**src/rtl/rf_scoreboard.sv**
```systemverilog
// rf_scoreboard: register-file hazard controller between decode and execute.
// Keeps a small pending-write counter per architectural register (x0 excluded)
// and a global inflight counter. The decode->exec issue handshake is blocked
// while a source has a pending write, the destination counter is saturated, or
// the inflight budget is exhausted.
// Optional build macro: SCOREBOARD_WB_BYPASS_EN -- a source whose only pending
// write retires or is cancelled this cycle is treated as ready in the same
// cycle (relies on a write-through register file read).
module rf_scoreboard #(
  parameter int NUM_REGS     = 32,
  parameter int CNT_W        = 2,
  parameter int MAX_INFLIGHT = 4,
  localparam int AW          = $clog2(NUM_REGS),
  localparam int TW          = $clog2(MAX_INFLIGHT + 1)
) (
  input  logic          clk,
  input  logic          rst,
  input  logic          issue_valid_i,
  output logic          issue_ready_o,
  input  logic          down_ready_i,
  input  logic [AW-1:0] issue_rs1_addr_i,
  input  logic [AW-1:0] issue_rs2_addr_i,
  input  logic          issue_rs1_use_i,
  input  logic          issue_rs2_use_i,
  input  logic [AW-1:0] issue_rd_addr_i,
  input  logic          issue_we_rd_i,
  input  logic          wb_we_i,
  input  logic [AW-1:0] wb_rd_addr_i,
  input  logic          cancel_i,
  input  logic [AW-1:0] cancel_rd_addr_i,
  output logic          hazard_o,
  output logic          busy_o,
  output logic [TW-1:0] inflight_o,
  output logic          err_o
);

  localparam logic [CNT_W-1:0] CNT_MAX   = {CNT_W{1'b1}};
  localparam logic [CNT_W:0]   CNT_ONE   = {{CNT_W{1'b0}}, 1'b1};
  localparam logic [TW-1:0]    TOTAL_MAX = TW'(MAX_INFLIGHT);

  // ---------------------------------------------------------------------------
  // State
  // ---------------------------------------------------------------------------
  logic [CNT_W-1:0] r_cnt [NUM_REGS];   // entry 0 is never written, stays 0
  logic [TW-1:0]    r_total;
  logic             r_err;
  logic             r_busy;

  // ---------------------------------------------------------------------------
  // Combinational decode of the current request
  // ---------------------------------------------------------------------------
  logic             w_wb_track;
  logic             w_cn_track;
  logic             w_rd_track;
  logic [CNT_W-1:0] w_rs1_cnt;
  logic [CNT_W-1:0] w_rs2_cnt;
  logic [CNT_W-1:0] w_rd_cnt;
  logic             w_rs1_pend;
  logic             w_rs2_pend;
  logic             w_src_pend;
  logic             w_sat;
  logic             w_full;
  logic             w_hazard;
  logic             w_ready;
  logic             w_fire_track;

  // Next-state values
  logic [CNT_W-1:0] w_cnt_nxt [NUM_REGS];
  logic [1:0]       w_dec_n;
  logic             w_uflow;
  logic [TW-1:0]    w_total_nxt;

`ifdef SCOREBOARD_WB_BYPASS_EN
  logic [CNT_W:0]   w_rs1_hits;
  logic [CNT_W:0]   w_rs2_hits;
`endif

  // Tracked retire/cancel/issue events (x0 is never tracked)
  always_comb begin
    w_wb_track = wb_we_i && (wb_rd_addr_i != '0);
    w_cn_track = cancel_i && (cancel_rd_addr_i != '0);
    w_rd_track = issue_we_rd_i && (issue_rd_addr_i != '0);
    w_rs1_cnt  = r_cnt[issue_rs1_addr_i];
    w_rs2_cnt  = r_cnt[issue_rs2_addr_i];
    w_rd_cnt   = r_cnt[issue_rd_addr_i];
  end

`ifdef SCOREBOARD_WB_BYPASS_EN
  // Same-cycle retire/cancel hits on each source; a source stays pending only
  // if more writes are outstanding than are leaving this cycle
  always_comb begin
    w_rs1_hits = (CNT_W+1)'(w_wb_track && (wb_rd_addr_i == issue_rs1_addr_i))
               + (CNT_W+1)'(w_cn_track && (cancel_rd_addr_i == issue_rs1_addr_i));
    w_rs2_hits = (CNT_W+1)'(w_wb_track && (wb_rd_addr_i == issue_rs2_addr_i))
               + (CNT_W+1)'(w_cn_track && (cancel_rd_addr_i == issue_rs2_addr_i));
    w_rs1_pend = issue_rs1_use_i && (issue_rs1_addr_i != '0)
               && ({1'b0, w_rs1_cnt} > w_rs1_hits);
    w_rs2_pend = issue_rs2_use_i && (issue_rs2_addr_i != '0)
               && ({1'b0, w_rs2_cnt} > w_rs2_hits);
  end
`else
  // Sources are pending while their raw counter is nonzero
  always_comb begin
    w_rs1_pend = issue_rs1_use_i && (issue_rs1_addr_i != '0) && (w_rs1_cnt != '0);
    w_rs2_pend = issue_rs2_use_i && (issue_rs2_addr_i != '0) && (w_rs2_cnt != '0);
  end
`endif

  // Hazard, saturation and inflight-budget gating of the issue handshake
  always_comb begin
    w_src_pend   = w_rs1_pend || w_rs2_pend;
    // Saturation always looks at the raw counter so it can never overflow
    w_sat        = w_rd_track && (w_rd_cnt == CNT_MAX);
    w_full       = issue_valid_i && w_rd_track && (r_total == TOTAL_MAX);
    w_hazard     = issue_valid_i && (w_src_pend || w_sat);
    w_ready      = down_ready_i && !w_hazard && !w_full;
    w_fire_track = issue_valid_i && w_ready && w_rd_track;
  end

  // Per-register net update: increment first, then retire, then cancel, each
  // decrement only taken if the count is still nonzero (else flag underflow)
  always_comb begin
    logic [CNT_W:0] v_cnt;
    v_cnt        = '0;
    w_dec_n      = 2'd0;
    w_uflow      = 1'b0;
    w_cnt_nxt[0] = '0;
    for (int r = 1; r < NUM_REGS; r++) begin
      v_cnt = {1'b0, r_cnt[r]};
      if (w_fire_track && (issue_rd_addr_i == AW'(r))) begin
        v_cnt = v_cnt + CNT_ONE;
      end else begin
        v_cnt = v_cnt;
      end
      if (w_wb_track && (wb_rd_addr_i == AW'(r))) begin
        if (v_cnt != '0) begin
          v_cnt   = v_cnt - CNT_ONE;
          w_dec_n = w_dec_n + 2'd1;
        end else begin
          w_uflow = 1'b1;
        end
      end else begin
        v_cnt = v_cnt;
      end
      if (w_cn_track && (cancel_rd_addr_i == AW'(r))) begin
        if (v_cnt != '0) begin
          v_cnt   = v_cnt - CNT_ONE;
          w_dec_n = w_dec_n + 2'd1;
        end else begin
          w_uflow = 1'b1;
        end
      end else begin
        v_cnt = v_cnt;
      end
      w_cnt_nxt[r] = v_cnt[CNT_W-1:0];
    end
  end

  // Global inflight counter follows the same net delta as the per-register ones
  always_comb begin
    w_total_nxt = r_total + TW'(w_fire_track) - TW'(w_dec_n);
  end

  // Counter, inflight, busy and sticky-error registers
  always_ff @(posedge clk or posedge rst) begin
    if (rst) begin
      for (int r = 0; r < NUM_REGS; r++) begin
        r_cnt[r] <= '0;
      end
      r_total <= '0;
      r_busy  <= 1'b0;
      r_err   <= 1'b0;
    end else begin
      for (int r = 0; r < NUM_REGS; r++) begin
        r_cnt[r] <= w_cnt_nxt[r];
      end
      r_total <= w_total_nxt;
      r_busy  <= (w_total_nxt != '0);
      r_err   <= r_err | w_uflow;
    end
  end

  // Output mapping
  always_comb begin
    issue_ready_o = w_ready;
    hazard_o      = w_hazard;
    busy_o        = r_busy;
    inflight_o    = r_total;
    err_o         = r_err;
  end

endmodule

```
**config.mk**
```make
export PLATFORM = sky130hd
export DESIGN_NAME = rf_scoreboard
export DESIGN_NICKNAME = d
export VERILOG_FILES = /design/src/rtl/rf_scoreboard.sv
export SDC_FILE = /design/constraint.sdc
export NUM_CORES = 1
export LEC_CHECK = 0
export ABC_AREA = 1
export CORE_ASPECT_RATIO = 0.75
export CORE_MARGIN = 10
export CORE_UTILIZATION = 60
export DETAILED_ROUTE_END_ITERATION = 8
export PLACE_DENSITY = 0.78
export SYNTH_ARGS = -nofsm -noshare
export SYNTH_HDL_FRONTEND = slang
export SYNTH_SLANG_ARGS = --single-unit
```
**constraint.sdc**
```tcl
create_clock -name clk -period 16.7 [get_ports clk]
set_clock_uncertainty 0.2 [all_clocks]
set_input_delay 3.34 -clock clk [delete_from_list [all_inputs] [get_ports clk]]
set_output_delay 3.34 -clock clk [all_outputs]
set_load 0.005 [all_outputs]
```
==> results.md, run 1 <==
Detailed routing:
- The routed wire length per instance is roughly 19 um.
- The first-pass detailed-route iteration total is 6.
- Using the TritonRoute via totals, the vias-per-cell ratio works out to ~5.7.
- In this run, the number of DRC markers left after iteration 0 of detailed routing was ~1600.
- The post-route antenna net violation count is 0.
- In the routed design, unresolved DRC markers number 0.
- The routed design has 43660 um of wire.
- The routed layout has roughly 13000 vias.

Critical path:
- Among all stages on the critical path, the largest delay is contributed by sky130_fd_sc_hd__nor2_1.
- Together, buffers and inverters on the worst path number 10.
- The number of cells on the worst reg-to-reg path is between 100 and 150.
- The startpoint-to-endpoint class of the critical path is primary input to register.
- STA classifies the critical path endpoint as a register.
- The type of origin of the critical path is a primary input.
- The most repeated library cell on the critical path is sky130_fd_sc_hd__nand2_4.
- The required time of the worst setup path is 16.74 ns.
- The kind of cell with the highest combined delay on the critical path is simple AND/OR/NAND/NOR gates.
- The data arrival time of the critical path is 17.13 ns.
- Along the worst path, the maximum fanout reaches 12.
- The maximum cell stage delay along the critical path is approximately 0.57 ns.
- The critical path runs through a total of 127 cells.

STA:
- The timing-limited maximum frequency is 58.49 MHz.
- The final max-slew violation count is 0.
- In this run the tightest slew margin relative to its limit is 33.25%.
- The final setup violation count is 2.
- Dividing the final minimum period by the clock period gives 102.4%.
- The number of failing hold endpoints at the final stage is 0.
- Setup slack on the critical path of the routed design comes to -0.3962 ns.
- For the final routed database, the setup TNS stands at -0.5227 ns.
- The slew at the pin closest to its max-slew limit is roughly 1.0 ns.
- The smallest clock period supported by the final layout is computed as approximately 17 ns.
- Setup repair after global routing could not meet its margin everywhere.

Placement:
- In this run the cell area measured after placement is ~13000 sq um.
- Detailed placement ended at an HPWL of roughly 32000 um.
- At the end of routability-driven placement, the weighted congestion stood at roughly 1.1.
- The setup slack at placement is -0.7813 ns.
- The number of port buffers is 40.

Floorplan:
- The initialized floorplan defines 44 standard-cell rows.
- The full die area is between 20000 and 30000 sq um.
- The starting utilization of the core area is 60.93%.
- The total area inside the core boundary comes to between 15000 and 20000 sq um.
- The die is ~180 um wide.
- Pin placement for this block handled 41 I/O pins.
- The height of the die is approximately 140 um.

Logic synthesis:
- The combined area of all synthesized cells is between 10000 and 15000 sq um.
- The number of enable-type register cells in the synthesized netlist is 0.
- The synthesized design devotes to its leading area cell type between 15 and 20% of total area.
- By area the synthesized netlist is led by sky130_fd_sc_hd__ha_1, sky130_fd_sc_hd__dfrtp_1, sky130_fd_sc_hd__nand2_1, sky130_fd_sc_hd__inv_1, sky130_fd_sc_hd__nor2_1.
- The multiplexer share of the synthesized area is 1.211%.
- The post-synthesis net count is approximately 2100.
- The number of library cell types mapped by synthesis is 48.
- The adder-cell share of the synthesized area is 17.07%.
- The largest family of logic cells by synthesized area is simple AND/OR/NAND/NOR gates.
- The complex-gate fraction of the synthesized area is 9.809%.
- The sequential fraction of the synthesis area is between 10 and 15%.
- sky130_fd_sc_hd__ha_1 takes more of the synthesized area than any other cell.
- The fraction of synthesis flops using an asynchronous set or reset pin is 100.0%.
- The cell count after synthesis came out at ~1900.
- Yosys printed 0 warnings.
- The average instance in the mapped netlist occupies 6.135 sq um.
- The xor/xnor share of the synthesized area is between 8 and 9%.
- The most common flop cell mapped by yosys is sky130_fd_sc_hd__dfrtp_1.
- Summing the areas of all and, or, nand and nor instances in the mapped netlist gives about a third of the synthesized area.
- Synthesis inferred between 60 and 70 register bits.

Job:
- The max capacitance violation total is 0.

Power and ir drop:
- The worst vdd rail ir drop is roughly 0.11 mV.
- The total power density per cell area is 108.2 nW/um^2.
- Summed over all cells, the static leakage comes to 7.235 nW.

Cells and area:
- Measured on the finished design, the core utilization comes to 76.53%.
- The number of antenna repair diodes is 0.
- For this run, the post-layout net count is 2229.
- The area growth from synthesis to layout is 25.61%.
- With fillers left out, the area of the finished cells amounts to 14790 sq um.
- The fraction of layout cells with a size suffix above 1 is a little under a fifth.
- The filler cells instantiated in the layout total ~1400.

Clock tree:
- The CTS tree is done.
- In this run the number of H-tree levels came out at 3.
- The number of hold-repair buffers added at the cts stage is 0.
- The number of sinks driven by the clock tree is between 60 and 70.
- The clock edge transition at the registers on the reported setup and hold paths is approximately 0.06 ns.
- Clock latency on the worst-skew pair, taken at its later pin, is ~0.36 ns.
- The number of buffers between clock root and the deepest sink is 2.
- The clock root buffer is sky130_fd_sc_hd__clkbuf_16.
- Clock tree synthesis inserted a total of 9 buffers.

Min path:
- The number of cells on the worst hold path is 1.
- The type of the tightest min-delay check is register to register.

GRT:
- The via count of the first global-routing pass was 11250.
- The initial antenna violation count is 0.
- The first global-routing pass estimated approximately 60000 um of wire.
- The global routing usage summed across all routing layers is 29.46%.
- The pin count of the biggest net entering global routing is a little under 70.
- Summed over all layers, the global routing overflow is 0.

Run status:
- The run finished, with violations left.
- The final reports fail on setup timing.
per-layer routing:
metal / global-route usage (%) / wire length [um] / vias to the layer above
met5: 0 / 0 / -
met4: 9.398 / 1506 / 0
met3: 5.210 / 4557 / 107
met2: 44.28 / 19230 / 708
met1: 41.71 / 18360 / 6021
li1: - / - / 6209
path summary, 6_finish.rpt:
path | start | slack (ns) | endpoint
max | issue_rd_addr_i[1] | -0.40 | busy_o$_DFF_PP0_
min | inflight_o[2]$_DFF_PP0_ | 0.39 | inflight_o[2]$_DFF_PP0_
max reg2reg | r_cnt[59]$_DFF_PP0_ | 2.29 | busy_o$_DFF_PP0_
min reg2reg | inflight_o[2]$_DFF_PP0_ | 0.39 | inflight_o[2]$_DFF_PP0_
max in group asynchronous | rst | 12.21 | r_cnt[57]$_DFF_PP0_
min in group asynchronous | rst | 3.42 | r_cnt[9]$_DFF_PP0_
cell usage after synthesis, types with 2 or more instances:
master / number
sky130_fd_sc_hd__a21oi_1: 11
sky130_fd_sc_hd__dfrtp_1: 67
sky130_fd_sc_hd__o21ai_0: 93
sky130_fd_sc_hd__nor3_1: 23
sky130_fd_sc_hd__o31ai_1: 2
sky130_fd_sc_hd__xor2_1: 83
sky130_fd_sc_hd__o211ai_1: 23
sky130_fd_sc_hd__nor4_1: 3
sky130_fd_sc_hd__inv_1: 384
sky130_fd_sc_hd__mux2_2: 2
sky130_fd_sc_hd__nand2_2: 19
sky130_fd_sc_hd__nand3_1: 136
sky130_fd_sc_hd__xnor2_1: 34
sky130_fd_sc_hd__o21a_1: 25
sky130_fd_sc_hd__inv_2: 19
sky130_fd_sc_hd__mux2i_1: 12
sky130_fd_sc_hd__buf_6: 7
sky130_fd_sc_hd__a2111oi_0: 3
sky130_fd_sc_hd__ha_1: 159
sky130_fd_sc_hd__nand3_2: 37
sky130_fd_sc_hd__nor2_4: 3
sky130_fd_sc_hd__nand2_1: 446
sky130_fd_sc_hd__nor2_2: 4
sky130_fd_sc_hd__a221oi_1: 2
sky130_fd_sc_hd__buf_2: 5
sky130_fd_sc_hd__nor2_1: 253
sky130_fd_sc_hd__a22o_1: 4
sky130_fd_sc_hd__nand4_1: 10
sky130_fd_sc_hd__clkbuf_1: 8
sky130_fd_sc_hd__clkinv_1: 4
sky130_fd_sc_hd__o21ai_1: 21
worst reg2reg max path: cells and delay by family (launching register included):
kind,cells,cell delay [ns]
AOI/OAI and AO/OA,4,0.69
xor gates and xnor gates,3,0.48
adders and majority gates,6,1.47
buffers and inverters,8,0.99
DFF,1,0.50
and+or+nand+nor,102,10.01
layout make-up:
cell class                      count  area, sq um  area share (%)
Clock buffer                       12        246.5           1.667
Clock inverter                      4        50.05          0.3384
Inverter                          408         1549           10.47
Multi-Input combinational cell   1422         9779           66.13
Sequential cell                    67         1677           11.34
Tap cell                          253        316.6           2.140
Timing Repair Buffer              127         1171           7.919
cells by family (layout without fill, tap and decap cells):
logic type	count (synthesis)	count (layout)
flops	67	67
compound gates	193	193
xor+xnor	117	117
fa+ha+maj	160	160
simple gates	938	938
buf+inv	430	551
mux	14	14
placed cells by master (no fill, tap or decap), types with 5 or more instances in the layout:
cell type,count
sky130_fd_sc_hd__buf_6,6
sky130_fd_sc_hd__o21ai_0,88
sky130_fd_sc_hd__a21oi_1,10
sky130_fd_sc_hd__o211ai_1,23
sky130_fd_sc_hd__nand2_1,365
sky130_fd_sc_hd__nand4_1,10
sky130_fd_sc_hd__nor2_1,241
sky130_fd_sc_hd__dfrtp_1,67
sky130_fd_sc_hd__clkdlybuf4s50_1,27
sky130_fd_sc_hd__nand2_4,52
sky130_fd_sc_hd__buf_4,76
sky130_fd_sc_hd__o21a_1,25
sky130_fd_sc_hd__inv_1,375
sky130_fd_sc_hd__ha_1,154
sky130_fd_sc_hd__xnor2_1,32
sky130_fd_sc_hd__xor2_1,82
sky130_fd_sc_hd__nor2_4,7
sky130_fd_sc_hd__inv_2,23
sky130_fd_sc_hd__nand3_4,57
sky130_fd_sc_hd__inv_4,5
sky130_fd_sc_hd__nand2_2,45
sky130_fd_sc_hd__dlymetal6s2s_1,7
sky130_fd_sc_hd__mux2i_1,12
sky130_fd_sc_hd__nand3_1,77
sky130_fd_sc_hd__nand3_2,40
sky130_fd_sc_hd__nor2_2,12
sky130_fd_sc_hd__o21ai_1,23
sky130_fd_sc_hd__clkbuf_16,12
sky130_fd_sc_hd__nor3_1,22
state kept, by name, indices dropped and copies added (netlist names):
name / cells
r_cnt: 62
inflight_o: 3
busy_o: 1
err_o: 1
timing repair:
action,in CTS,in global routing
endpoints found under the setup margin,3,4
gates resized for setup,20,333
gates cloned,0,3
hold endpoints to repair,0,0
pin swaps,1,95
setup buffers,0,16
through the flow:
step / power [mW] / std cells / hold WS [ns]
2_1_floorplan: 0.9689 / 1919 / 0.3007
3_3_place_gp: 1.187 / 2258 / 0.3373
3_5_place_dp: 1.228 / 2258 / 0.3566
4_1_cts: 1.442 / 2274 / 0.3649
5_1_grt: 1.740 / 2293 / 0.4062
6_report: 1.601 / 2293 / 0.3860
power breakdown:
part,internal [mW],total [mW],switching (mW)
sequential,0.237,0.353,0.116
combinational,0.421,1.04,0.623
clock,0.120,0.203,0.0835
total,0.778,1.60,0.823
No activity file was read; power rests on OpenSTA's default activity.
==> inputs of run 2 (changes only) <==
--- a/config.mk
+++ b/config.mk
@@ -8,9 +8,8 @@
 export ABC_AREA = 1
 export CORE_ASPECT_RATIO = 0.75
 export CORE_MARGIN = 10
-export CORE_UTILIZATION = 60
+export CORE_UTILIZATION = 30
 export DETAILED_ROUTE_END_ITERATION = 8
-export PLACE_DENSITY = 0.78
 export SYNTH_ARGS = -nofsm -noshare
 export SYNTH_HDL_FRONTEND = slang
 export SYNTH_SLANG_ARGS = --single-unit
==> run 2 against run 1 <==
- the run now ends clean
- sequential share of layout area is 0.56 points lower
- highest routed layer unchanged
- clock-buffer cell count is 3 higher
- global-route usage is 12 points lower
- wire length is 3.8% higher
- cell area is 5.2% higher
==> results.md, run 2 (synthesized netlist as in run 1, its figures left out) <==
Run status:
- Status: finished, final reports clean (was complete, but fails checks).

STA:
- The worst-case setup margin in the final layout is 0.1466 ns (was -0.3962 ns).
- The fraction of the cycle the final worst path needs is 99.12% (was 102.4%).
- The clock period minus worst slack is 16.55 ns (was 17.10 ns).
- The final setup violation count is 0 (was 2).
- The total negative slack for setup checks was 0 ns (was -0.5227 ns).
- The relative max-transition margin came to 29.59% (was 33.25%).
- The slew at the pin closest to its max-slew limit is 1.056 ns (was 1.001 ns).
- The final max-slew violation count is 0 (unchanged).
- The number of failing hold endpoints at the final stage is 0 (unchanged).
- The timing-limited maximum frequency is 60.41 MHz (was 58.49 MHz).
- RSZ-0062 raised after global routing: true (unchanged).

Critical path:
- The maximum cell stage delay along the critical path came to 0.52 ns (was 0.57 ns).
- The type of origin of the critical path is a primary input (unchanged).
- The startpoint-to-endpoint class of the critical path is primary input to register (unchanged).
- The startpoint of the worst setup timing path is issue_rd_addr_i[0] (was issue_rd_addr_i[1]).
- The required time of the worst setup path came to 16.76 ns (was 16.74 ns).
- The data arrival time of the critical path is 16.61 ns (was 17.13 ns).
- The most repeated library cell on the critical path is sky130_fd_sc_hd__nand2_4 (unchanged).
- The top fanout value on the critical path is 13 (was 12).
- The cell type of the slowest stage on the worst timing path is sky130_fd_sc_hd__fa_2 (was sky130_fd_sc_hd__nor2_1).
- The kind of end point of the critical path was a register (unchanged).
- The launch instance of the worst register-to-register path is r_cnt[53]$_DFF_PP0_ (was r_cnt[59]$_DFF_PP0_).

Placement:
- The cell count after placement is 2562 (was 2258).
- The cell area after placement was 13550 sq um (was 12850 sq um).
- The setup slack at placement is -0.8865 ns (was -0.7813 ns).
- The routability-driven placement congestion ratio is 1.027 (was 1.091).
- The final HPWL from detailed placement is 36550 um (was 32460 um).
- The number of port buffers was 40 (unchanged).

Power and ir drop:
- The leakage component of the power is 7.473 nW (was 7.235 nW).
- The total power density per cell area was 103.6 nW/um^2 (was 108.2 nW/um^2).
- The worst vdd rail ir drop is 0.05215 mV (was 0.1131 mV).

Detailed routing:
- The sum of routed wire length over all layers is 45310 um (was 43660 um).
- The post-route antenna net violation count is 0 (unchanged).
- The number of DRC violations after detailed-routing iteration 0 is 1057 (was 1619).
- The number of remaining DRC errors is 0 (unchanged).
- The routed wire length per instance is 17.39 um (was 19.04 um).
- The count of vias placed by the detailed router is 12670 (was 13050).
- The first-pass detailed-route iteration total is 6 (unchanged).
- The post-detailed-route via-to-cell ratio is 4.862 (was 5.689).

Min path:
- The startpoint of the tightest hold check path is inflight_o[2]$_DFF_PP0_ (unchanged).
- The type of the tightest min-delay check was register to register (unchanged).

Floorplan:
- The count of pins on the block boundary came to 41 (unchanged).
- The horizontal extent of the die is 248.8 um (was 181.8 um).
- The placement row count is 62 (was 44).
- The full die area came to 47650 sq um (was 25680 sq um).
- The height of the die is 191.6 um (was 141.3 um).
- The starting utilization of the core area was 30.54% (was 60.93%).
- The floorplan core area is 38550 sq um (was 19320 sq um).

GRT:
- The leftover overflow at the end of global routing is 0 (unchanged).
- The global-route wire length before repair is 66070 um (was 60220 um).
- The global routing usage summed across all routing layers is 17.90% (was 29.46%).
- The pin count of the biggest net entering global routing is 68 (unchanged).
- The initial antenna violation count is 0 (unchanged).
- The via count of the first global-routing pass is 11480 (was 11250).

Cells and area:
- The multi-input combinational cell area came to 9823 sq um (was 9779 sq um).
- Commonest cells after routing, fill and taps aside: sky130_fd_sc_hd__inv_1, sky130_fd_sc_hd__nand2_1, sky130_fd_sc_hd__nor2_1, sky130_fd_sc_hd__ha_1, sky130_fd_sc_hd__buf_4 (was sky130_fd_sc_hd__inv_1, sky130_fd_sc_hd__nand2_1, sky130_fd_sc_hd__nor2_1, sky130_fd_sc_hd__ha_1, sky130_fd_sc_hd__o21ai_0).
- The summed area of non-filler cells in the final layout is 15560 sq um (was 14790 sq um).
- The final-layout fill cell count was 4035 (was 1447).
- The sequential cell area in the final layout was 1677 sq um (unchanged).
- The number of antenna repair diodes came to 0 (unchanged).
- The number of flip-flops in the largest register is 62 (unchanged).
- The most common library cell in the layout ignoring fill and taps was sky130_fd_sc_hd__inv_1 (unchanged).
- The fraction of layout cells with a size suffix above 1 is 21.54% (was 18.04%).
- The register containing the most flip-flops in the final layout is r_cnt (unchanged).
- The area growth from synthesis to layout is 32.14% (was 25.61%).
- The number of nets in the layout is 2283 (was 2229).
- The post-route non-filler standard cell count is 2606 (was 2293).

Clock tree:
- The number of sinks driven by the clock tree came to 67 (unchanged).
- The total CTS buffers came to 9 (unchanged).
- The CTS tree was done (unchanged).
- The clock edge transition at the registers on the reported setup and hold paths is 0.06 ns (about the same).
- The clock root buffer was sky130_fd_sc_hd__clkbuf_16 (unchanged).
- The number of buffers between clock root and the deepest sink came to 2 (unchanged).
- The H-tree depth is 3 (unchanged).
- The insertion delay of the later-clocked pin in the worst-skew pair is 0.38 ns (was 0.36 ns).

Job:
- The max capacitance violation total is 0 (unchanged).
run 2: cell types whose count changed in the layout (fill, tap and decap cells not counted), moves of 3 or more:
cell,change
sky130_fd_sc_hd__nor2_4,+6
sky130_fd_sc_hd__clkbuf_4,+3
sky130_fd_sc_hd__nand2_1,-11
sky130_fd_sc_hd__nor2_1,-4
sky130_fd_sc_hd__nand3_1,-8
sky130_fd_sc_hd__nand3_4,-7
sky130_fd_sc_hd__buf_4,+52
sky130_fd_sc_hd__nand2_2,+14
sky130_fd_sc_hd__nand3_2,+15
sky130_fd_sc_hd__clkbuf_8,+3
run 2: worst max-delay path, delay by kind of cell:
| kind | cells | cell delay, ns |
|---|---|---|
| multiplexers | 1 | 0.32 |
| adder cells (fa/ha/maj) | 7 | 1.68 |
| AND/OR/NAND/NOR | 115 | 9.94 |
| buffers and inverters | 12 | 0.94 |
| AO/OA/AOI/OAI | 4 | 0.34 |
run 2: where the power goes:
part           switching (mW)  internal (mW)
sequential              0.112          0.238
combinational           0.613          0.446
clock                  0.0857          0.117
run 2: final timing paths:
path | end | slack (ns) | cells after the start
min in group asynchronous | inflight_o[1]$_DFF_PP0_ | 3.41 | 3
setup reg to reg | busy_o$_DFF_PP0_ | 2.84 | 136
hold reg to reg | inflight_o[2]$_DFF_PP0_ | 0.33 | 1
setup / recovery | busy_o$_DFF_PP0_ | 0.15 | 139
max in group asynchronous | r_cnt[55]$_DFF_PP0_ | 12.19 | 3
hold / removal | inflight_o[2]$_DFF_PP0_ | 0.33 | 1
run 2: area by class of cell:
class                      count  area share, %
sequential                    67          10.78
timing repair buffer         180          10.04
clock buffer                  15          1.850
multi-input combinational   1422          63.14
timing repair inverter         1        0.04021
clock inverter                 1        0.03217
tap                          512          4.118
inverter                     408          10.00
run 2: per-layer routing:
layer  vias up  share of wire, %  track usage (%)
met1      5901                47            25.30
li1       6308                 -                -
met3        54               9.4            5.006
met5         -                 0                0
met2       407                42            26.31
met4         0               1.7            3.885
run 2: stage by stage:
step | power (mW) | hold WS (ns) | util (%)
floorplan | 0.9689 | 0.3007 | -
global placement | 1.242 | 0.3239 | 35.15
detailed placement | 1.273 | 0.3261 | 35.15
CTS | 1.489 | 0.3346 | 36.00
global route | 1.779 | 0.3729 | 40.35
finish | 1.612 | 0.3274 | 40.35
run 2: repair_timing:
action / in CTS / in global routing
endpoints found under the hold margin: 0 / 0
endpoints found under the setup margin: 3 / 4
cloned: 0 / 2
pin swaps: 0 / 90
resized for setup: 21 / 366
buffers inserted: 0 / 27
hold buffers: 0 / 0
